$ cat src/rtl/spi_reg_bridge_pkg.sv
// Shared types and field positions for the SPI-to-register bridge.
package spi_bridge_pkg;

  localparam int ADDR_W   = 8;
  localparam int OFFSET_W = 4;
  localparam int PERIPH_W = 4;

  // Command byte layout: [7]=write, [6:3]=peripheral, [2:0]=start offset
  localparam int CMD_WRITE_BIT = 7;
  localparam int CMD_PERIPH_HI = 6;
  localparam int CMD_PERIPH_LO = 3;
  localparam int CMD_OFFSET_HI = 2;
  localparam int CMD_OFFSET_LO = 0;

  typedef enum logic [1:0] {
    IDLE = 2'd0,
    HDR  = 2'd1,
    DATA = 2'd2
  } stateT;

  function automatic logic [ADDR_W-1:0] busAddr(input logic [PERIPH_W-1:0] periph,
                                                input logic [OFFSET_W-1:0] offset);
    return {periph, offset};
  endfunction

endpackage

$ cat src/rtl/spi_reg_bridge_if.sv
// SPI-slave side and register-bus side signals of the bridge.
interface spi_reg_bridge_if;
  import spi_bridge_pkg::*;

  logic                iSPI_SS_n;
  logic [7:0]          iSPI_CMD;
  logic [7:0]          iSPI_BYTE;
  logic                iSPI_WRITE_SIG;
  logic                iSPI_READ_SIG;
  logic                iSPI_INC_RDADDR;
  logic [7:0]          oSPI_SEND_BYTE;
  logic [ADDR_W-1:0]   oBUS_ADDR;
  logic [7:0]          oBUS_WDATA;
  logic                oBUS_WR;
  logic                oBUS_RD;
  logic [7:0]          iBUS_RDATA;
  logic                oFRAME_ACTIVE;
  logic                oERR_SHORT;

  // Bridge view: it is the master of the register bus.
  modport master (
    input  iSPI_SS_n, iSPI_CMD, iSPI_BYTE, iSPI_WRITE_SIG, iSPI_READ_SIG,
           iSPI_INC_RDADDR, iBUS_RDATA,
    output oSPI_SEND_BYTE, oBUS_ADDR, oBUS_WDATA, oBUS_WR, oBUS_RD,
           oFRAME_ACTIVE, oERR_SHORT
  );

  // Environment view: SPI slave core plus register file.
  modport slave (
    output iSPI_SS_n, iSPI_CMD, iSPI_BYTE, iSPI_WRITE_SIG, iSPI_READ_SIG,
           iSPI_INC_RDADDR, iBUS_RDATA,
    input  oSPI_SEND_BYTE, oBUS_ADDR, oBUS_WDATA, oBUS_WR, oBUS_RD,
           oFRAME_ACTIVE, oERR_SHORT
  );

endinterface

$ cat src/rtl/spi_sync_edge.sv
// Multi-flop synchronizer followed by a one-cycle edge detector.
module spi_sync_edge #(
  parameter int STAGES = 2
) (
  input  logic iCLK,
  input  logic iRST,
  input  logic iASYNC,
  output logic oRISE,
  output logic oFALL
);

  logic [STAGES-1:0] syncQ;
  logic              prevQ;

  // Shift the async input through the synchronizer and keep one cycle of history.
  always_ff @(posedge iCLK or posedge iRST) begin
    if (iRST) begin
      syncQ <= '0;
      prevQ <= 1'b0;
    end else begin
      syncQ <= {syncQ[STAGES-2:0], iASYNC};
      prevQ <= syncQ[STAGES-1];
    end
  end

  assign oRISE = syncQ[STAGES-1] & ~prevQ;
  assign oFALL = ~syncQ[STAGES-1] & prevQ;

endmodule

$ cat src/rtl/spi_reg_bridge.sv
// Bridges SPI frames (command byte + data bytes) onto a simple register bus.
//
//   state | meaning
//   IDLE  | waiting for slave select to fall
//   HDR   | frame open, waiting for the command byte
//   DATA  | command latched, moving data bytes
module spi_reg_bridge
  import spi_bridge_pkg::*;
#(
  parameter int         SYNC_STAGES     = 2,
  parameter logic [7:0] TURNAROUND_BYTE = 8'h00
) (
  input  logic iCLK,
  input  logic iRST,
  spi_reg_bridge_if.master bus
);

  logic ssRise, ssFall, wrEv, rdEv, incEv;
  logic wrFall, rdFall, incFall;
  logic unusedFalls;

  spi_sync_edge #(.STAGES(SYNC_STAGES)) uSyncSs (
    .iCLK(iCLK), .iRST(iRST), .iASYNC(bus.iSPI_SS_n), .oRISE(ssRise), .oFALL(ssFall));
  spi_sync_edge #(.STAGES(SYNC_STAGES)) uSyncWr (
    .iCLK(iCLK), .iRST(iRST), .iASYNC(bus.iSPI_WRITE_SIG), .oRISE(wrEv), .oFALL(wrFall));
  spi_sync_edge #(.STAGES(SYNC_STAGES)) uSyncRd (
    .iCLK(iCLK), .iRST(iRST), .iASYNC(bus.iSPI_READ_SIG), .oRISE(rdEv), .oFALL(rdFall));
  spi_sync_edge #(.STAGES(SYNC_STAGES)) uSyncInc (
    .iCLK(iCLK), .iRST(iRST), .iASYNC(bus.iSPI_INC_RDADDR), .oRISE(incEv), .oFALL(incFall));

  // Only the slave-select falling edge is of interest.
  assign unusedFalls = wrFall | rdFall | incFall;

  stateT                state, stateNext;
  logic [OFFSET_W-1:0]  offset;
  logic [PERIPH_W-1:0]  cmdPeriph;
  logic                 cmdWrite;
  logic                 rdEdgeSeen;
  logic [7:0]           prefetch;
  logic                 rdPend;
  logic [ADDR_W-1:0]    addrQ;
  logic [7:0]           wdataQ, sendQ;
  logic                 wrQ, rdQ, errQ;
  logic                 latchCmd, doWrite, doInc;
  logic [OFFSET_W-1:0]  startOffset;
  logic [OFFSET_W-1:0]  offsetInc;

  assign startOffset = {1'b0, bus.iSPI_CMD[CMD_OFFSET_HI:CMD_OFFSET_LO]};
  assign offsetInc   = offset + 4'd1;

  // State register.
  always_ff @(posedge iCLK or posedge iRST) begin
    if (iRST) state <= IDLE;
    else      state <= stateNext;
  end

  // Next state and per-cycle actions; a strobe in the same cycle as an SS rise still acts.
  always_comb begin
    stateNext = state;
    latchCmd  = 1'b0;
    doWrite   = 1'b0;
    doInc     = 1'b0;
    case (state)
      IDLE: if (ssFall) stateNext = HDR;
      HDR: begin
        latchCmd = rdEv & rdEdgeSeen;
        if (ssRise)        stateNext = IDLE;
        else if (latchCmd) stateNext = DATA;
      end
      DATA: begin
        doWrite = wrEv & cmdWrite;
        doInc   = incEv & ~cmdWrite;
        if (ssRise) stateNext = IDLE;
      end
      default: stateNext = IDLE;
    endcase
  end

  // Frame datapath: offset tracking, command capture, bus strobes and prefetch.
  always_ff @(posedge iCLK or posedge iRST) begin
    if (iRST) begin
      offset     <= '0;
      cmdPeriph  <= '0;
      cmdWrite   <= 1'b0;
      rdEdgeSeen <= 1'b0;
      prefetch   <= '0;
      rdPend     <= 1'b0;
      addrQ      <= '0;
      wdataQ     <= '0;
      sendQ      <= TURNAROUND_BYTE;
      wrQ        <= 1'b0;
      rdQ        <= 1'b0;
      errQ       <= 1'b0;
    end else begin
      wrQ    <= 1'b0;
      rdQ    <= 1'b0;
      rdPend <= rdQ;
      // Read data trails the strobe by one cycle; drop it if the frame is closing.
      if (rdPend && state == DATA && !ssRise) prefetch <= bus.iBUS_RDATA;

      if (state == IDLE && ssFall) begin
        offset     <= '0;
        rdEdgeSeen <= 1'b0;
        sendQ      <= TURNAROUND_BYTE;
      end

      if (state == HDR) begin
        if (rdEv && !rdEdgeSeen) rdEdgeSeen <= 1'b1;
        if (latchCmd) begin
          cmdWrite  <= bus.iSPI_CMD[CMD_WRITE_BIT];
          cmdPeriph <= bus.iSPI_CMD[CMD_PERIPH_HI:CMD_PERIPH_LO];
          offset    <= startOffset;
          errQ      <= 1'b0;
          if (!bus.iSPI_CMD[CMD_WRITE_BIT] && !ssRise) begin
            rdQ   <= 1'b1;
            addrQ <= busAddr(bus.iSPI_CMD[CMD_PERIPH_HI:CMD_PERIPH_LO], startOffset);
          end
        end else if (ssRise) begin
          errQ <= 1'b1;
        end
      end

      if (doWrite) begin
        wdataQ <= bus.iSPI_BYTE;
        wrQ    <= 1'b1;
        addrQ  <= busAddr(cmdPeriph, offset);
        offset <= offsetInc;
      end

      if (doInc) begin
        sendQ  <= prefetch;
        rdQ    <= 1'b1;
        addrQ  <= busAddr(cmdPeriph, offsetInc);
        offset <= offsetInc;
      end
    end
  end

  assign bus.oSPI_SEND_BYTE = sendQ;
  assign bus.oBUS_ADDR      = addrQ;
  assign bus.oBUS_WDATA     = wdataQ;
  assign bus.oBUS_WR        = wrQ;
  assign bus.oBUS_RD        = rdQ;
  assign bus.oFRAME_ACTIVE  = (state != IDLE);
  assign bus.oERR_SHORT     = errQ;

endmodule

$ cat src/flat_wrapper.sv
// flat-port wrapper written by rule: the top's interface ports become plain ports
module spi_reg_bridge_flat import spi_bridge_pkg::*;
#(
  parameter int         SYNC_STAGES     = 2,
  parameter logic [7:0] TURNAROUND_BYTE = 8'h00
)
  (iCLK, iRST, bus_iSPI_SS_n, bus_iSPI_CMD, bus_iSPI_BYTE, bus_iSPI_WRITE_SIG, bus_iSPI_READ_SIG, bus_iSPI_INC_RDADDR, bus_iBUS_RDATA, bus_oSPI_SEND_BYTE, bus_oBUS_ADDR, bus_oBUS_WDATA, bus_oBUS_WR, bus_oBUS_RD, bus_oFRAME_ACTIVE, bus_oERR_SHORT);
  spi_reg_bridge_if bus_i ();
  input  logic iCLK;
  input  logic iRST;
  input wire logic [$bits(bus_i.iSPI_SS_n)-1:0] bus_iSPI_SS_n;
  input wire logic [$bits(bus_i.iSPI_CMD)-1:0] bus_iSPI_CMD;
  input wire logic [$bits(bus_i.iSPI_BYTE)-1:0] bus_iSPI_BYTE;
  input wire logic [$bits(bus_i.iSPI_WRITE_SIG)-1:0] bus_iSPI_WRITE_SIG;
  input wire logic [$bits(bus_i.iSPI_READ_SIG)-1:0] bus_iSPI_READ_SIG;
  input wire logic [$bits(bus_i.iSPI_INC_RDADDR)-1:0] bus_iSPI_INC_RDADDR;
  input wire logic [$bits(bus_i.iBUS_RDATA)-1:0] bus_iBUS_RDATA;
  output wire logic [$bits(bus_i.oSPI_SEND_BYTE)-1:0] bus_oSPI_SEND_BYTE;
  output wire logic [$bits(bus_i.oBUS_ADDR)-1:0] bus_oBUS_ADDR;
  output wire logic [$bits(bus_i.oBUS_WDATA)-1:0] bus_oBUS_WDATA;
  output wire logic [$bits(bus_i.oBUS_WR)-1:0] bus_oBUS_WR;
  output wire logic [$bits(bus_i.oBUS_RD)-1:0] bus_oBUS_RD;
  output wire logic [$bits(bus_i.oFRAME_ACTIVE)-1:0] bus_oFRAME_ACTIVE;
  output wire logic [$bits(bus_i.oERR_SHORT)-1:0] bus_oERR_SHORT;
  assign bus_i.iSPI_SS_n = bus_iSPI_SS_n;
  assign bus_i.iSPI_CMD = bus_iSPI_CMD;
  assign bus_i.iSPI_BYTE = bus_iSPI_BYTE;
  assign bus_i.iSPI_WRITE_SIG = bus_iSPI_WRITE_SIG;
  assign bus_i.iSPI_READ_SIG = bus_iSPI_READ_SIG;
  assign bus_i.iSPI_INC_RDADDR = bus_iSPI_INC_RDADDR;
  assign bus_i.iBUS_RDATA = bus_iBUS_RDATA;
  assign bus_oSPI_SEND_BYTE = bus_i.oSPI_SEND_BYTE;
  assign bus_oBUS_ADDR = bus_i.oBUS_ADDR;
  assign bus_oBUS_WDATA = bus_i.oBUS_WDATA;
  assign bus_oBUS_WR = bus_i.oBUS_WR;
  assign bus_oBUS_RD = bus_i.oBUS_RD;
  assign bus_oFRAME_ACTIVE = bus_i.oFRAME_ACTIVE;
  assign bus_oERR_SHORT = bus_i.oERR_SHORT;
  spi_reg_bridge #(.SYNC_STAGES(SYNC_STAGES), .TURNAROUND_BYTE(TURNAROUND_BYTE)) u_core (.iCLK(iCLK), .iRST(iRST), .bus(bus_i));
endmodule
$ cat config.mk
export PLATFORM = sky130hd
export DESIGN_NAME = spi_reg_bridge_flat
export DESIGN_NICKNAME = d
export VERILOG_FILES = /design/src/rtl/spi_reg_bridge_pkg.sv /design/src/rtl/spi_reg_bridge_if.sv /design/src/rtl/spi_sync_edge.sv /design/src/rtl/spi_reg_bridge.sv /design/src/flat_wrapper.sv
export SDC_FILE = /design/constraint.sdc
export NUM_CORES = 1
export LEC_CHECK = 0
export CAP_MARGIN = 5
export CORE_ASPECT_RATIO = 1.25
export CORE_MARGIN = 8
export CORE_UTILIZATION = 49
export DETAILED_ROUTE_END_ITERATION = 7
export HOLD_SLACK_MARGIN = 0.02
export PLACE_DENSITY = 0.79
export SYNTH_ARGS = -nofsm -noshare
export SYNTH_HDL_FRONTEND = slang
export SYNTH_SLANG_ARGS = --single-unit
$ cat constraint.sdc
create_clock -name iCLK -period 2.34 [get_ports iCLK]
set_input_delay 0.351 -clock iCLK [delete_from_list [all_inputs] [get_ports iCLK]]
set_output_delay 0.351 -clock iCLK [all_outputs]
set_load 0.03 [all_outputs]
### After elaboration in Yosys (flattened, before gate mapping)

Cells that the tools add are included.

| word-level totals | value |
|---|---|
| bits of input ports | 30 |
| bits in registers | 60 |
| logic and storage cells | 90 |
| output and inout port bits | 28 |

| operators by class | value |
|---|---|
| add/subtract/negate cells | 1 |
| bitwise gates (word level) | 14 |
| multiplexer cells | 30 |
| reductions and logical operators | 19 |
| equality and inequality tests | 5 |

Operators with widths:

| operator | number |
|---|---|
| $mux 8 | 7 |
| $mux 4 | 5 |
| $mux 1 | 13 |
| $reduce_bool 3->1 | 3 |
| $and 1x1->1 | 8 |
| $mux 2 | 4 |
| $not 1->1 | 6 |
| $pmux 2 s3 | 1 |
| $reduce_and 3->1 | 2 |
| $reduce_bool 2->1 | 3 |
| $logic_and 1x1->1 | 5 |
| $add 4x1->4 const B | 1 |
| $ne 2x1->1 const B | 2 |
| $reduce_and 2->1 | 2 |
| $logic_not 1->1 | 3 |
| $ne 3x1->1 const B | 1 |
| $eq 2x1->1 const B | 1 |
| $eq 2x2->1 const B | 1 |
| $logic_not 2->1 | 1 |

### Longest topological paths before layout

Gate-level depths: netlist (run 1).

| depth | value |
|---|---|
| word-level depth | 9 |
| mapped depth | 5 |
| depth with buffers taken out | 5 |

### By module

A second synthesis (run 1) with hierarchy kept.

| unflattened totals | value |
|---|---|
| cells, all modules | 214 |
| area total of the unflattened synthesis | 2451.1 um2 |

Modules (own cells, without submodules):

| module | seq. area each (um2) | cells an instance | area an instance (um2) | times used |
|---|---|---|---|---|
| spi_reg_bridge | 1201.2 | 190 | 2075.7 | 1 |
| spi_sync_edge | 75.1 | 6 | 93.8 | 4 |

### Least setup slack after synthesis (run 1)

OpenSTA, ideal clock, no wires.

| path | value |
|---|---|
| path kind | reg2reg |
| from | register u_core.state[1] |
| to | register u_core.cmdWrite |
| data required time | 2.212 ns |
| setup time | 0.128 ns |
| slack | 0.888 ns |
| cell stages (with the launch flop) | 5 |
| buffers on the path | 1 |
| period minus slack after synthesis | 1.452 ns |
| arrival time | 1.325 ns |
| cell sequence | dfrtp_1 > and4bb_4 > and2_1 > buf_2 > mux2_1 |

| between the ends | value |
|---|---|
| longest elaborated chain between the ends | 3 |

RTL lines:

| element | line | source |
|---|---|---|
| start, declared | spi_reg_bridge.sv:34 | `stateT state, stateNext;` |
| start signal, assigned | spi_reg_bridge.sv:54 | `else state <= stateNext;` |
| $eq 2x1->1 * | spi_reg_bridge.sv:63, spi_reg_bridge.sv:107 |  |
| $mux 1 | spi_reg_bridge.sv:63 | `case (state)` |
| $reduce_and 2->1 (no line) * | - |  |
| end signal, assigned | spi_reg_bridge.sv:110 | `cmdWrite <= bus.iSPI_CMD[CMD_WRITE_BIT];` |
| end, declared | spi_reg_bridge.sv:37 | `logic cmdWrite;` |

Mark *: on every way between the ends. The rest lies on a longest branch, timed or not.
A chain may end at the register's enable or synchronous reset.

### Worst setup path after layout (run 1)

| path | value |
|---|---|
| from | register u_core.state[0] |
| to | output port bus_oFRAME_ACTIVE |

| between the ends | value |
|---|---|
| longest elaborated chain between the ends | 1 |

RTL lines:

| element | line | source |
|---|---|---|
| $reduce_bool 2->1 | spi_reg_bridge.sv:144 | `assign bus.oFRAME_ACTIVE = (state != IDLE);` |
| end, declared | flat_wrapper.sv:23 | `output wire logic [$bits(bus_i.oFRAME_ACTIVE)-1:0] bus_oFRAME_ACTIVE;` |

Every way passes these cells.

==> results.json, run 1 <==
{
  "status": "completed",
  "clock_latency_ns": 0.33,
  "fin_cells": 350,
  "fin_crit_sh": 0.871,
  "drv_slew": 0,
  "arrival_ns": 1.69,
  "cts_repair_resize_count": 0,
  "synth-seq-cells": 60,
  "cp-start-kind": "flip-flop",
  "cts_tree": "yes",
  "fill_cells": 356,
  "p_int_w": 0.00225,
  "numPortBuffers": 57,
  "rows": 28,
  "synthFlopType": "dfrtp_1",
  "powerDensity_nw_per_um2": 1020,
  "wirelength_um": 5440,
  "drt-wirelength-per-cell_um": 15.5,
  "grt_max_degree": 24,
  "antenna_found_initial": 0,
  "synth_fp_nets": 251,
  "first_iter_violations": 99,
  "power.leakage_nw": 1.51,
  "n_antenna_cell": 0,
  "synth.top_cells.by_count": "60 x dfrtp_1, 58 x nand2_1, 11 x nand3_1",
  "final_cell_area_um2": 3270,
  "grt_usage": 0.156,
  "dr.pass1.iters": 4,
  "grt.overflow.total": 0,
  "dieArea_um2": 7400,
  "dp_hpwl_um": 3820,
  "vias_per_cell": 5.27,
  "worst_hold_slack_ns": 0.347,
  "switching_share": 0.323,
  "core_um2": 4730,
  "ios": 58,
  "synth_edf_count": 0,
  "path_class": "flip-flop to output pin",
  "cts_root_buf": "clkbuf_8",
  "finalPower_w": 0.00332,
  "period_needed_ns": 2.04,
  "seq_area_um2": 1500,
  "numCtsBuffers": 9,
  "syn_avg_cell_area_um2": 10.9,
  "p_sw_w": 0.00107,
  "yosysMostFrequentCell": "dfrtp_1",
  "setup_viol": 0,
  "slew_headroom": 0.591,
  "synth-warning-count": 0,
  "cts_buffer_depth": 2,
  "clk_pin_slew_ns": 0.07,
  "skew_ns": 0.0108,
  "yosys.area.top_type": "dfrtp_1",
  "yosysSeqAreaShare": 0.626,
  "critPathMaxFanout": 8,
  "power.share.clock": 0.293,
  "die_y_um": 94.2,
  "synthCells": 220,
  "place_congestion": 0.808,
  "layout-drive-gt1-share": 0.114,
  "antenna_left": 0,
  "postPlaceCellArea_um2": 3060,
  "fp.dieW_um": 78.6,
  "netlist_top_cells_area": "dfrtp_1 63%, nand2_1 9.1%, mux2_2 3.8%",
  "grt_pass1_wl_um": 9000,
  "via_count": 1845,
  "p_comb_frac": 0.280,
  "final_hold_viol_count": 0,
  "seqPwrFrac": 0.428,
  "max_freq_ghz": 0.491,
  "cts_max_level": 3,
  "cts_hold_buf": 0,
  "drc": 0,
  "synth_cell_type_count": 41,
  "place_inst": 335,
  "grt_setup_unrepaired": "false",
  "cp.required_ns": 1.99,
  "setup_tns_ns": 0,
  "cap_viol_max_count": 0,
  "ir_drop_uv": 480,
  "synth_top_area_share": 0.626,
  "layout.nets": 317,
  "area_delta_synth_final_pct": 36.2,
  "cts_setup_buffers": 0,
  "hp-class": "flip-flop to flip-flop",
  "worst_pin_slew_ns": 0.612,
  "cts_num_sinks": 60,
  "grt_pass1_vias": 1957,
  "worstSetupEndpointType": "output pin",
  "async_reset_ff_frac": 1.00,
  "multi_input_area_um2": 831,
  "initial_core_util": 0.507,
  "syn-cell-area_um2": 2400
}
through the flow:
step	setup slack (ns)	util
6_report	0.302	0.690
5_1_grt	0.251	0.690
4_1_cts	0.289	0.690
3_5_place_dp	0.557	0.647
3_3_place_gp	0.601	0.647
2_1_floorplan	0.504	-
kinds of logic after synthesis:
family | share of synthesized area
and+or+nand+nor | 0.201
DFF | 0.626
AOI/OAI and AO/OA | 0.0940
buffers and inverters | 0.0271
muxes | 0.0465
adders and majority gates | 0.00522
power by group through the flow:
stage | Sequential (W) | Combinational, W | Clock [W]
2_1_floorplan | 0.00162 | 0.000335 | 0
3_5_place_dp | 0.00143 | 0.000935 | 0
4_1_cts | 0.00142 | 0.000940 | 0.000988
3_3_place_gp | 0.00142 | 0.000916 | 0
5_1_grt | 0.00145 | 0.00101 | 0.00103
6_report | 0.00142 | 0.000929 | 0.000973
routing by layer:
| layer | share of wire | GRT usage |
|---|---|---|
| met1 | 0.42 | 0.183 |
| met2 | 0.49 | 0.237 |
| met3 | 0.066 | 0.0498 |
| met4 | 0.026 | 0.111 |
| met5 | 0 | 0 |
sequential cells by signal, summed over array words and instances (netlist names), 2 cells and up:
| register | count |
|---|---|
| u_core.uSyncSs.syncQ | 2 |
| u_core.offset | 4 |
| u_core.bus.oBUS_ADDR | 8 |
| u_core.uSyncRd.syncQ | 2 |
| u_core.state | 2 |
| u_core.bus.oBUS_WDATA | 8 |
| u_core.prefetch | 8 |
| u_core.uSyncInc.syncQ | 2 |
| u_core.cmdPeriph | 4 |
| u_core.uSyncWr.syncQ | 2 |
| u_core.bus.oSPI_SEND_BYTE | 8 |
layout by cell type, fill, tap and decap left out, types with 4 or more instances in the layout:
| cell | netlist | final |
|---|---|---|
| clkbuf_8 | 0 | 9 |
| a31oi_1 | 4 | 4 |
| mux2_2 | 8 | 8 |
| o22ai_1 | 4 | 4 |
| buf_4 | 0 | 4 |
| nand3_1 | 11 | 11 |
| nand2_1 | 58 | 58 |
| clkdlybuf4s50_1 | 0 | 57 |
| nor2_1 | 7 | 7 |
| a21oi_1 | 6 | 6 |
| o21ai_1 | 4 | 4 |
| inv_1 | 9 | 8 |
| dfrtp_1 | 60 | 60 |
| clkinv_2 | 0 | 4 |
layout make-up:
type | instances | share of cell area
tap | 60 | 0.0230
timing repair buffer | 62 | 0.190
clock buffer | 9 | 0.0379
clock inverter | 6 | 0.0245
multi-input combinational | 144 | 0.254
inverter | 9 | 0.0103
sequential | 60 | 0.460
worst paths after layout:
path	startpoint	end	slack [ns]	cells past startpoint
max	u_core.state[0]$_DFFE_PP0P_	bus_oFRAME_ACTIVE	0.30	2
min	u_core.uSyncRd.syncQ[0]$_DFF_PP0_	u_core.uSyncRd.syncQ[1]$_DFF_PP0_	0.35	0
max reg2reg	u_core.state[1]$_DFFE_PP0P_	u_core.bus.oBUS_ADDR[3]$_DFFE_PP0P_	0.67	6
min reg2reg	u_core.uSyncRd.syncQ[0]$_DFF_PP0_	u_core.uSyncRd.syncQ[1]$_DFF_PP0_	0.35	0
max in group asynchronous	iRST	u_core.uSyncRd.syncQ[1]$_DFF_PP0_	1.38	3
min in group asynchronous	iRST	u_core.bus.oBUS_ADDR[7]$_DFFE_PP0P_	0.37	2
critical path: stages (launching register included):
cell	delay [ns]
dfrtp_1	0.46
or2_2	0.30
clkdlybuf4s50_1	0.59
No activity file was read; power rests on OpenSTA's default activity.
==> run 2: changes to the inputs <==
--- a/config.mk
+++ b/config.mk
@@ -10,8 +10,10 @@
 export CORE_MARGIN = 8
 export CORE_UTILIZATION = 49
 export DETAILED_ROUTE_END_ITERATION = 7
+export GPL_ROUTABILITY_DRIVEN = 1
 export HOLD_SLACK_MARGIN = 0.02
 export PLACE_DENSITY = 0.79
+export SETUP_SLACK_MARGIN = 0.02
 export SYNTH_ARGS = -nofsm -noshare
 export SYNTH_HDL_FRONTEND = slang
 export SYNTH_SLANG_ARGS = --single-unit
==> results of run 2 <==
The final DEF is identical to that of run 1; final timing and power are the same.
==> run 3: changes to the inputs <==
--- a/config.mk
+++ b/config.mk
@@ -6,14 +6,16 @@
 export NUM_CORES = 1
 export LEC_CHECK = 0
 export CAP_MARGIN = 5
+export CELL_PAD_IN_SITES_DETAIL_PLACEMENT = 0
+export CELL_PAD_IN_SITES_GLOBAL_PLACEMENT = 2
 export CORE_ASPECT_RATIO = 1.25
 export CORE_MARGIN = 8
-export CORE_UTILIZATION = 49
+export CORE_UTILIZATION = 31
 export DETAILED_ROUTE_END_ITERATION = 7
 export GPL_ROUTABILITY_DRIVEN = 1
 export HOLD_SLACK_MARGIN = 0.02
-export PLACE_DENSITY = 0.79
-export SETUP_SLACK_MARGIN = 0.02
+export PLACE_DENSITY_LB_ADDON = 0.1
+export SETUP_SLACK_MARGIN = 0.15
 export SYNTH_ARGS = -nofsm -noshare
 export SYNTH_HDL_FRONTEND = slang
 export SYNTH_SLANG_ARGS = --single-unit
==> run 3 against run 2 <==
Effect of this change: sequential cell count did not move; register-to-register slack got worse by 0.09 ns; setup slack lost 0.019 ns; routed wire length up 8.4%; power down 4.8%; final area rose by 0.31%; sequential share of layout area is 0.14 points lower; global-route usage decreased by 4.0 points; maximum frequency down 0.94%; largest power group unchanged.
==> results.json, run 3 (synthesis results as in run 1) <==
{
  "die_y_um": 114,
  "via_count": 1821,
  "grt_pass1_vias": 1846,
  "power.leakage_nw": 1.48,
  "vias_per_cell": 4.73,
  "numCtsBuffers": 9,
  "ir_drop_uv": 447,
  "dp_hpwl_um": 4060,
  "antenna_found_initial": 0,
  "grt_setup_unrepaired": "false",
  "worstSetupEndpointType": "output pin",
  "clk_pin_slew_ns": 0.07,
  "final_cell_area_um2": 3280,
  "cts_setup_buffers": 0,
  "layout-drive-gt1-share": 0.114,
  "dieArea_um2": 10800,
  "grt_max_degree": 61,
  "initial_core_util": 0.313,
  "grt.overflow.total": 0,
  "setup_tns_ns": 0,
  "drc": 0,
  "hp-class": "flip-flop to flip-flop",
  "cts_repair_resize_count": 0,
  "final_hold_viol_count": 0,
  "first_iter_violations": 77,
  "drv_slew": 0,
  "setup_viol": 0,
  "worst_pin_slew_ns": 0.620,
  "cp.required_ns": 1.99,
  "n_antenna_cell": 0,
  "cts_root_buf": "clkbuf_8",
  "status": "completed",
  "fp.dieW_um": 94.7,
  "cts_max_level": 3,
  "critPathMaxFanout": 8,
  "cap_viol_max_count": 0,
  "path_class": "flip-flop to output pin",
  "powerDensity_nw_per_um2": 966,
  "period_needed_ns": 2.06,
  "wirelength_um": 5890,
  "cts_buffer_depth": 2,
  "final_cell_mix": "60 x dfrtp_1, 58 x nand2_1, 57 x clkdlybuf4s50_1, 11 x nand3_1, 10 x clkbuf_8",
  "final_common_cell": "dfrtp_1",
  "cp-start-kind": "flip-flop",
  "antenna_left": 0,
  "grt_pass1_wl_um": 9600,
  "fill_cells": 795,
  "grt_usage": 0.117,
  "numPortBuffers": 57,
  "place_congestion": 0.722,
  "layout.nets": 316,
  "fin_crit_sh": 0.879,
  "skew_ns": 0.00927,
  "slew_headroom": 0.585,
  "drt-wirelength-per-cell_um": 15.3,
  "core_um2": 7660,
  "arrival_ns": 1.71,
  "ios": 58,
  "clock_latency_ns": 0.34,
  "rows": 36,
  "cts_hold_buf": 0,
  "max_freq_ghz": 0.486,
  "cts_tree": "yes",
  "area_delta_synth_final_pct": 36.6,
  "postPlaceCellArea_um2": 3100,
  "cts_num_sinks": 60,
  "dr.pass1.iters": 4
}
-- run 3: changes by cell type in the layout (fill, tap and decap cells not counted) --
cell        delta
buf_4          -1
clkbuf_8       +1
clkinvlp_4     +4
bufinv_16      -2
clkinv_2       -2
-- run 3: routing by layer --
layer	global-route usage	up-vias	routed length, um
li1	-	892	-
met1	0.140	871	2550
met2	0.173	47	2790
met3	0.0525	11	424
met4	0.0522	0	126
met5	0	-	0
-- run 3: critical path, stage by stage, from the launching register on --
cell and delay [ns]:
dfrtp_1 0.47, or2_2 0.30, clkdlybuf4s50_1 0.59
-- run 3: power breakdown --
part	leakage (nW)	internal, W	switching [W]
combinational	0.678	0.000409	0.000509
clock	0.0803	0.000408	0.000422
sequential	0.720	0.00125	0.000163
total	1.48	0.00207	0.00109
-- run 3: path summary, 6_finish.rpt --
path,from,to,slack (ns),depth (start not counted)
min in group asynchronous,iRST,u_core.bus.oSPI_SEND_BYTE[7]$_DFFE_PP0P_,0.38,3
setup / recovery,u_core.state[0]$_DFFE_PP0P_,bus_oFRAME_ACTIVE,0.28,2
hold reg to reg,u_core.uSyncSs.syncQ[0]$_DFF_PP0_,u_core.uSyncSs.syncQ[1]$_DFF_PP0_,0.35,0
hold / removal,u_core.uSyncSs.syncQ[0]$_DFF_PP0_,u_core.uSyncSs.syncQ[1]$_DFF_PP0_,0.35,0
max in group asynchronous,iRST,u_core.cmdPeriph[3]$_DFFE_PP0P_,1.69,3
setup reg to reg,u_core.cmdWrite$_DFFE_PP0P_,u_core.bus.oBUS_ADDR[2]$_DFFE_PP0P_,0.58,5
-- run 3: layout make-up --
type / count / area [um^2] / area share
Timing Repair Buffer: 61 / 613 / 0.187
Inverter: 9 / 33.8 / 0.0103
Clock inverter: 6 / 40.0 / 0.0122
Multi-Input combinational cell: 144 / 831 / 0.254
Tap cell: 95 / 119 / 0.0363
Sequential cell: 60 / 1500 / 0.458
Clock buffer: 10 / 138 / 0.0420
-- run 3: stage by stage --
stage	power [W]	util	hold WS, ns	cells	setup WS [ns]
after floorplan	0.00196	-	0.331	220	0.504
after global placement	0.00237	0.405	0.334	369	0.523
after detailed placement	0.00237	0.405	0.335	369	0.483
after CTS	0.00322	0.428	0.352	385	0.265
after global routing	0.00336	0.428	0.358	385	0.208
final	0.00316	0.428	0.351	385	0.283
